==> config.mk <==
export PLATFORM = sky130hd
export DESIGN_NAME = clk_div_meter
export DESIGN_NICKNAME = d
export VERILOG_FILES = /design/src/rtl/clk_div_meter.sv
export SDC_FILE = /design/constraint.sdc
export NUM_CORES = 1
export LEC_CHECK = 0
export BUFFER_PORTS_ARGS = -buffer_cell sky130_fd_sc_hd__buf_4
export CAP_MARGIN = 20
export CORE_MARGIN = 4
export CORE_UTILIZATION = 35
export CTS_BUF_LIST = sky130_fd_sc_hd__clkbuf_8
export CTS_CLUSTER_DIAMETER = 50
export DETAILED_ROUTE_END_ITERATION = 12
export GPL_ROUTABILITY_DRIVEN = 0
export PLACE_DENSITY = 0.6
export SYNTH_ARGS = -nofsm -noshare
export SYNTH_HDL_FRONTEND = slang
export SYNTH_SLANG_ARGS = --single-unit
==> constraint.sdc <==
create_clock -name clk_in -period 6.1 [get_ports clk_in]
set_input_delay 1.22 -clock clk_in [delete_from_list [all_inputs] [get_ports clk_in]]
set_output_delay 1.22 -clock clk_in [all_outputs]
set_load 0.02 [all_outputs]
==> src/rtl/clk_div_meter.sv <==
// clk_div_meter: measures high time, low time and period of a divided clock
// sampled in the clk_in domain, and flags periods that differ from exp_period.
// Optional macro CLK_METER_SYNC_EN inserts a 2-flop synchronizer ahead of the
// sampler for clk_meas sources that are not posedge clk_in registers.
module clk_div_meter #(
   parameter int CNT_W = 8
) (
   input  logic             clk_in,
   input  logic             rst,
   input  logic             clk_meas,
   input  logic [CNT_W:0]   exp_period,
   output logic             meas_valid,
   output logic [CNT_W:0]   period,
   output logic [CNT_W-1:0] high_time,
   output logic             mismatch,
   output logic             ovf,
   output logic             stuck,
   output logic [7:0]       err_cnt
);

   localparam logic [1:0]       S_IDLE  = 2'd0;
   localparam logic [1:0]       S_HIGH  = 2'd1;
   localparam logic [1:0]       S_LOW   = 2'd2;
   localparam logic [CNT_W-1:0] CNT_MAX = '1;

   logic             m_src;
   logic             m_q, m_dly_q;
   logic             rise, fall;
   logic [1:0]       state_q, state_d;
   logic [CNT_W-1:0] hi_q, hi_d, lo_q, lo_d;
   logic             sat_q, sat_d;
   logic             report;
   logic [CNT_W:0]   period_d;
   logic             mismatch_d;

   logic             meas_valid_q;
   logic [CNT_W:0]   period_q;
   logic [CNT_W-1:0] high_time_q;
   logic             mismatch_q, ovf_q;
   logic [7:0]       err_cnt_q;

`ifdef CLK_METER_SYNC_EN
   logic sync1_q, sync2_q;

   // Two-flop synchronizer; resets high so no false rise appears at reset exit.
   always_ff @(posedge clk_in) begin
      if (rst) begin
         sync1_q <= 1'b1;
         sync2_q <= 1'b1;
      end else begin
         sync1_q <= clk_meas;
         sync2_q <= sync1_q;
      end
   end

   assign m_src = sync2_q;
`else
   assign m_src = clk_meas;
`endif

   // Sample the measured level and keep one cycle of history for edge detect.
   always_ff @(posedge clk_in) begin
      if (rst) begin
         m_q     <= 1'b1;
         m_dly_q <= 1'b1;
      end else begin
         m_q     <= m_src;
         m_dly_q <= m_q;
      end
   end

   assign rise = m_q & ~m_dly_q;
   assign fall = ~m_q & m_dly_q;

   // Phase FSM: count sampled high and low cycles, report on each rise from LOW.
   always_comb begin
      state_d = state_q;
      hi_d    = hi_q;
      lo_d    = lo_q;
      report  = 1'b0;
      case (state_q)
         S_IDLE: begin
            if (rise) begin
               hi_d    = CNT_W'(1);
               lo_d    = '0;
               state_d = S_HIGH;
            end
         end
         S_HIGH: begin
            if (m_q && hi_q != CNT_MAX) hi_d = hi_q + CNT_W'(1);
            if (fall) begin
               lo_d    = CNT_W'(1);
               state_d = S_LOW;
            end
         end
         S_LOW: begin
            if (!m_q && lo_q != CNT_MAX) lo_d = lo_q + CNT_W'(1);
            if (rise) begin
               report  = 1'b1;
               hi_d    = CNT_W'(1);
               lo_d    = '0;
               state_d = S_HIGH;
            end
         end
         default: state_d = S_IDLE;
      endcase
      // Sticky saturation: cleared by a report, set whenever a counter hits max.
      sat_d = (report ? 1'b0 : sat_q) | (hi_d == CNT_MAX) | (lo_d == CNT_MAX);
   end

   assign period_d   = {1'b0, hi_q} + {1'b0, lo_q};
   assign mismatch_d = (period_d != exp_period) | sat_q;

   // FSM and counter state.
   always_ff @(posedge clk_in) begin
      if (rst) begin
         state_q <= S_IDLE;
         hi_q    <= '0;
         lo_q    <= '0;
         sat_q   <= 1'b0;
      end else begin
         state_q <= state_d;
         hi_q    <= hi_d;
         lo_q    <= lo_d;
         sat_q   <= sat_d;
      end
   end

   // Report registers: updated together with the meas_valid pulse, held otherwise.
   always_ff @(posedge clk_in) begin
      if (rst) begin
         meas_valid_q <= 1'b0;
         period_q     <= '0;
         high_time_q  <= '0;
         mismatch_q   <= 1'b0;
         ovf_q        <= 1'b0;
         err_cnt_q    <= '0;
      end else begin
         meas_valid_q <= report;
         if (report) begin
            period_q    <= period_d;
            high_time_q <= hi_q;
            ovf_q       <= sat_q;
            mismatch_q  <= mismatch_d;
            if (mismatch_d && err_cnt_q != 8'hFF) err_cnt_q <= err_cnt_q + 8'd1;
         end
      end
   end

   // stuck is a level derived from the live phase counter; never set in IDLE.
   assign stuck = ((state_q == S_HIGH) && (hi_q == CNT_MAX)) ||
                  ((state_q == S_LOW)  && (lo_q == CNT_MAX));

   assign meas_valid = meas_valid_q;
   assign period     = period_q;
   assign high_time  = high_time_q;
   assign mismatch   = mismatch_q;
   assign ovf        = ovf_q;
   assign err_cnt    = err_cnt_q;

endmodule

Word level (Yosys, flattened, before mapping)
Cells that the tools add are included.

word-level totals
  register bits = 49
  latch bits = 0
  memory bits (writable) = 0
  bits in read-only memories = 0
  input bits = 12
  word-level logic and storage cells = 60
  memories kept = 0

operators by class
  $add $sub $neg = 4
  multiply operators = 0
  div/mod/pow operators = 0
  magnitude comparators = 0
  equality and inequality tests = 12
  shift-type cells = 0
  muxes and demuxes = 14
  bitwise operators = 7
  reductions and logical operators = 11

operators with widths
  operator                                                                 number
  8-bit two-way mux                                                        6
  8-bit == test, second input constant                                     4
  8-bit by 1-bit adder with 8-bit output, second input constant            3
  8-bit inequality test, second input constant                             3
  8-bit case mux with 3 select lines                                       1
  8-bit case mux with 2 select lines                                       1
  8-bit by 8-bit adder with 9-bit output                                   1
  9-bit inequality test                                                    1
  1-bit logical AND                                                        5
  2-bit two-way mux                                                        2
  2-bit case mux with 2 select lines                                       1
  2-bit AND reduction                                                      2
  1-bit two-way mux                                                        3
  1-bit bitwise OR                                                         3
  1-bit bitwise AND                                                        2
  2-bit by 1-bit == test with 1-bit output, second input constant          1
  2-bit == test, second input constant                                     1
  2-bit logical NOT                                                        1
  2-bit by 1-bit inequality test with 1-bit output, second input constant  1
  2-bit inequality test, second input constant                             1
  1-bit inverter                                                           2
  2-bit OR reduction                                                       1
  1-bit logical NOT                                                        1
  1-bit logical OR                                                         1

Depth between registers and ports, before layout
  depth in word-level cells = 7
  gate-level depth with buffers = 10
  depth with buffers taken out = 9

Least setup slack after synthesis
No wires, ideal clock.

  path type = input to register
  from = in exp_period[5]
  to = reg err_cnt_q[0], in the netlist err_cnt[0]
  arrival = 2878 ps
  path slack = 3101 ps
  cell stages on the path = 8
  buffers on the path = 1
  path through = xnor2_1 > mux2i_1 > or4_4 > nor4_2 > and4_4 > buf_8 > nor2_2 > mux2_4

on the way
  word-level cells in the longest chain between the ends = 4

RTL lines
  item                                  line  source
  from (decl)                           11    input logic [CNT_W:0] exp_period,
  9-bit inequality test                 112   assign mismatch_d = (period_d != exp_period) | sat_q;
  1-bit bitwise OR                      112
  1-bit logical AND                     145   if (mismatch_d && err_cnt_q != 8'hFF) err_cnt_q <= err_cnt_q + 8'd1;
  2-bit AND reduction (no source line)  -
  to (signal assigned)                  145
  to (decl)                             40    logic [7:0] err_cnt_q;

No other way between the ends.
A chain may end at the register's enable or synchronous reset.

Worst setup path after layout
  from = reg hi_q[1]
  to = out stuck

on the way
  word-level cells in the longest chain between the ends = 3

RTL lines
  item                    line  source
  from (decl)             30    logic [CNT_W-1:0] hi_q, hi_d, lo_q, lo_d;
  from (signal assigned)  123   hi_q <= hi_d;
  8-bit == test           151   assign stuck = ((state_q == S_HIGH) && (hi_q == CNT_MAX)) ||
  1-bit logical AND       151
  1-bit logical OR        151
  to (decl)               17    output logic stuck,

No other way between the ends.

==> key figures <==
Logic synthesis
  • Cell type with the largest total area after synthesis: dfxtp_1
  • Synthesized Nets: 383
  • Synth Area in Adders: 5.29%
  • Post-synth top flop: dfxtp_1
  • Top-area cell type share of the netlist area: 32.9%
  • Sequential cell area fraction in the yosys report: 32.9%
  • Top cells by area, synth: dfxtp_1 33%, nand2_1 6.4%, a21oi_1 5.0%
  • YS warnings: 0
  • Mean area per synthesized cell: 8.30 µm²
  • Count of flip-flops with a built-in enable after synthesis: 0
  • Synth Area in Compound Gates: 19.4%
  • Post-synthesis xor/xnor area fraction: 4.95%
  • Post-Synth Simple-Gate Area: 28.0%
  • Post-synth cell types: 67
  • #FFs+latches synth: 49
  • Multiplexer share of the synthesized area: 5.79%
  • Asr flop ratio synth: 0%
  • Main combinational cell family by area after synthesis: simple AND/OR/NAND/NOR gates
  • Gate Count Post-Synth: 359
  • Post-Syn Area: 2980 µm²

Clock tree
  • # H-tree levels: 2
  • CTS tree: yes
  • Hold buffers post-CTS: 0
  • PostCTS Resize Cnt: 0
  • CTS sink cnt: 49
  • CTS Buf Count: 5
  • Longest Clk Path Bufs: 2
  • Worst-Skew Late Latency: 0.31 ns
  • Post-CTS setup buffer count: 0
  • Clk slew on worst S/H paths: 0.09 ns
  • CTS Root Cell: clkbuf_8

Placement
  • DP Wirelength: 5310 µm
  • Placed insts: 487
  • Dpl cell area: 3330 µm²
  • IO Port Bufs: 40
  • DP Worst Slack: 2.85 ns

Power
  • Standby leakage power: 1.30 nW
  • Internal power: 0.415 mW
  • Comb pwr share: 6.0%
  • Clock share of power: 34.8%
  • PwrDens: 161 nW/µm²
  • Flop pwr share: 59.2%
  • Sw Share: 24.4%
  • VDD IR max: 82.1 µV
  • Switching Power: 0.134 mW

Routing
  • Wirelength per Cell: 14.8 µm
  • First drt pass iteration count: 5
  • Via count: 2688
  • Number of DRC markers in iteration 0: 183
  • Final ANT Viol Nets: 0
  • WL final: 7310 µm
  • DRC violations left: 0
  • Vias per cell: 5.43

Timing
  • Hold slack: 0.459 ns
  • Fmax: 0.319 GHz
  • Final setup TNS: 0 ns
  • RSZ-0062 raised after global routing: no
  • Max-slew headroom: 51.1%
  • Final Cycle Share: 51.5%
  • Worst slew pin tran: 0.732 ns
  • Min setup slack post-route: 2.96 ns
  • Final slew viol count: 0
  • # setup viols final: 0
  • Worst Skew: 0.00685 ns
  • Final min period: 3.14 ns
  • Final hold violation count: 0

Floorplanning
  • Die height: 100 µm
  • Top-level I/O count: 41
  • Rows: 33
  • Die span in x: 100 µm
  • Starting Density: 36.1%
  • Core area: 8260 µm²
  • DIE AREA: 10100 µm²

Cells and area
  • Layout cells sized above 1: 20.0%
  • Area delta synth->final: 14.6%
  • Commonest non-fill, non-tap cells in the layout: 51 x nand2_1, 49 x dfxtp_1, 41 x buf_4, 36 x nor2_1, 30 x a21oi_1
  • Post-Layout Cell Count: 495
  • Ant. Diodes: 0
  • Final net count: 413
  • Final instance area: 3410 µm²
  • Most common cell after layout, fill and taps aside: nand2_1

Setup path
  • CP endpoint kind: output pin
  • Critical path buffers and inverters: 1
  • Max stage delay cell, worst path: dfxtp_1
  • Critical Path, Cell by Cell: ha_1 > nand3_1 > o32ai_1 > buf_4
  • Crit Path Category: reg2out
  • Crit-path max FO: 8
  • Critical path arrival: 1.92 ns
  • Delay-heaviest family, CP: flip-flops
  • Worst path required time: 4.88 ns
  • Slowest stage delay, CP: 0.57 ns
  • Startpoint Class: register

Flow run
  • Max capacitance violation total: 0

Global route
  • First-pass GRT wire length: 12200 µm
  • Initial antenna violation count: 0
  • Total track usage: 14.8%
  • Vias in the first global route: 2500
  • Largest net degree at the start of global routing: 50
  • Grt ovf: 0

Outcome
  • Status: complete, no violations

Worst hold path
  • Tightest Hold Check Type: reg2reg
-- routing by layer --
layer  share of wire [%]  up-vias  wire, µm  global-route usage [%]
met5                   0        -         0                       0
met1                  49     1247      3610                    21.6
met4                0.66        0        48                    3.52
met2                  44       76      3220                    22.4
li1                    -     1361         -                       -
met3                 5.9        4       430                    2.78
-- kinds of logic after synthesis --
group                    after synthesis
AO/OA/AOI/OAI                         83
XOR/XNOR                              16
adder cells (fa/ha/maj)               12
buffers and inverters                 22
flip-flops                            49
multiplexers                          15
AND/OR/NAND/NOR                      162
-- state kept, by name, summed over array words and instances (netlist names) --
signal      cells
period          9
err_cnt         8
hi_q            8
high_time       8
lo_q            8
state_q         2
m_dly_q         1
m_q             1
meas_valid      1
mismatch        1
ovf             1
sat_q           1
-- final cells by class --
class / count / area, µm²
Timing Repair Buffer: 41 / 308
Tap cell: 105 / 131
Inverter: 4 / 15.0
Clock buffer: 5 / 68.8
Fill cell: 845 / 4840
Clock inverter: 3 / 18.8
Sequential cell: 49 / 981
Multi-Input combinational cell: 288 / 1890
-- worst paths after layout --
kind / startpoint / endpoint / slack (ns) / cells past startpoint
worst min register to register: period[4] / period[4] / 0.46 / 2
worst min-delay path: period[4] / period[4] / 0.46 / 2
worst max register to register: hi_q[0] / err_cnt[3] / 2.97 / 9
worst max-delay path: hi_q[1] / stuck / 2.96 / 4
-- cell usage after synthesis, types with 7 or more instances --
master	n
dfxtp_1	49
nor3_1	9
a21oi_1	30
a211oi_1	7
clkbuf_1	9
nand3_1	14
nand2b_1	7
nor2_1	36
nand2_1	51
xnor2_1	10
ha_1	11
-- power by group through the flow --
stage	logic [mW]	registers (mW)	clock network, mW
after floorplan	0.0221	0.331	0
after global placement	0.0329	0.333	0
after detailed placement	0.0332	0.333	0
after CTS	0.0333	0.325	0.202
after global routing	0.0361	0.326	0.211
final	0.0330	0.325	0.191
-- worst reg2reg max path: stages (launching register included) --
cell and delay, ns:
dfxtp_1 0.42, ha_1 0.30, fa_1 0.46, a21o_1 0.24, a221o_1 0.32, o41ai_2 0.30
xor2_1 0.14, and4_4 0.23, nor4b_4 0.30, mux2_4 0.32
-- stage by stage --
step | total power, mW | util, %
2_1_floorplan | 0.353 | -
3_3_place_gp | 0.365 | 40.3
3_5_place_dp | 0.366 | 40.3
4_1_cts | 0.561 | 41.3
5_1_grt | 0.573 | 41.3
6_report | 0.549 | 41.3
Note: power is estimated with default switching activity, not from simulation.
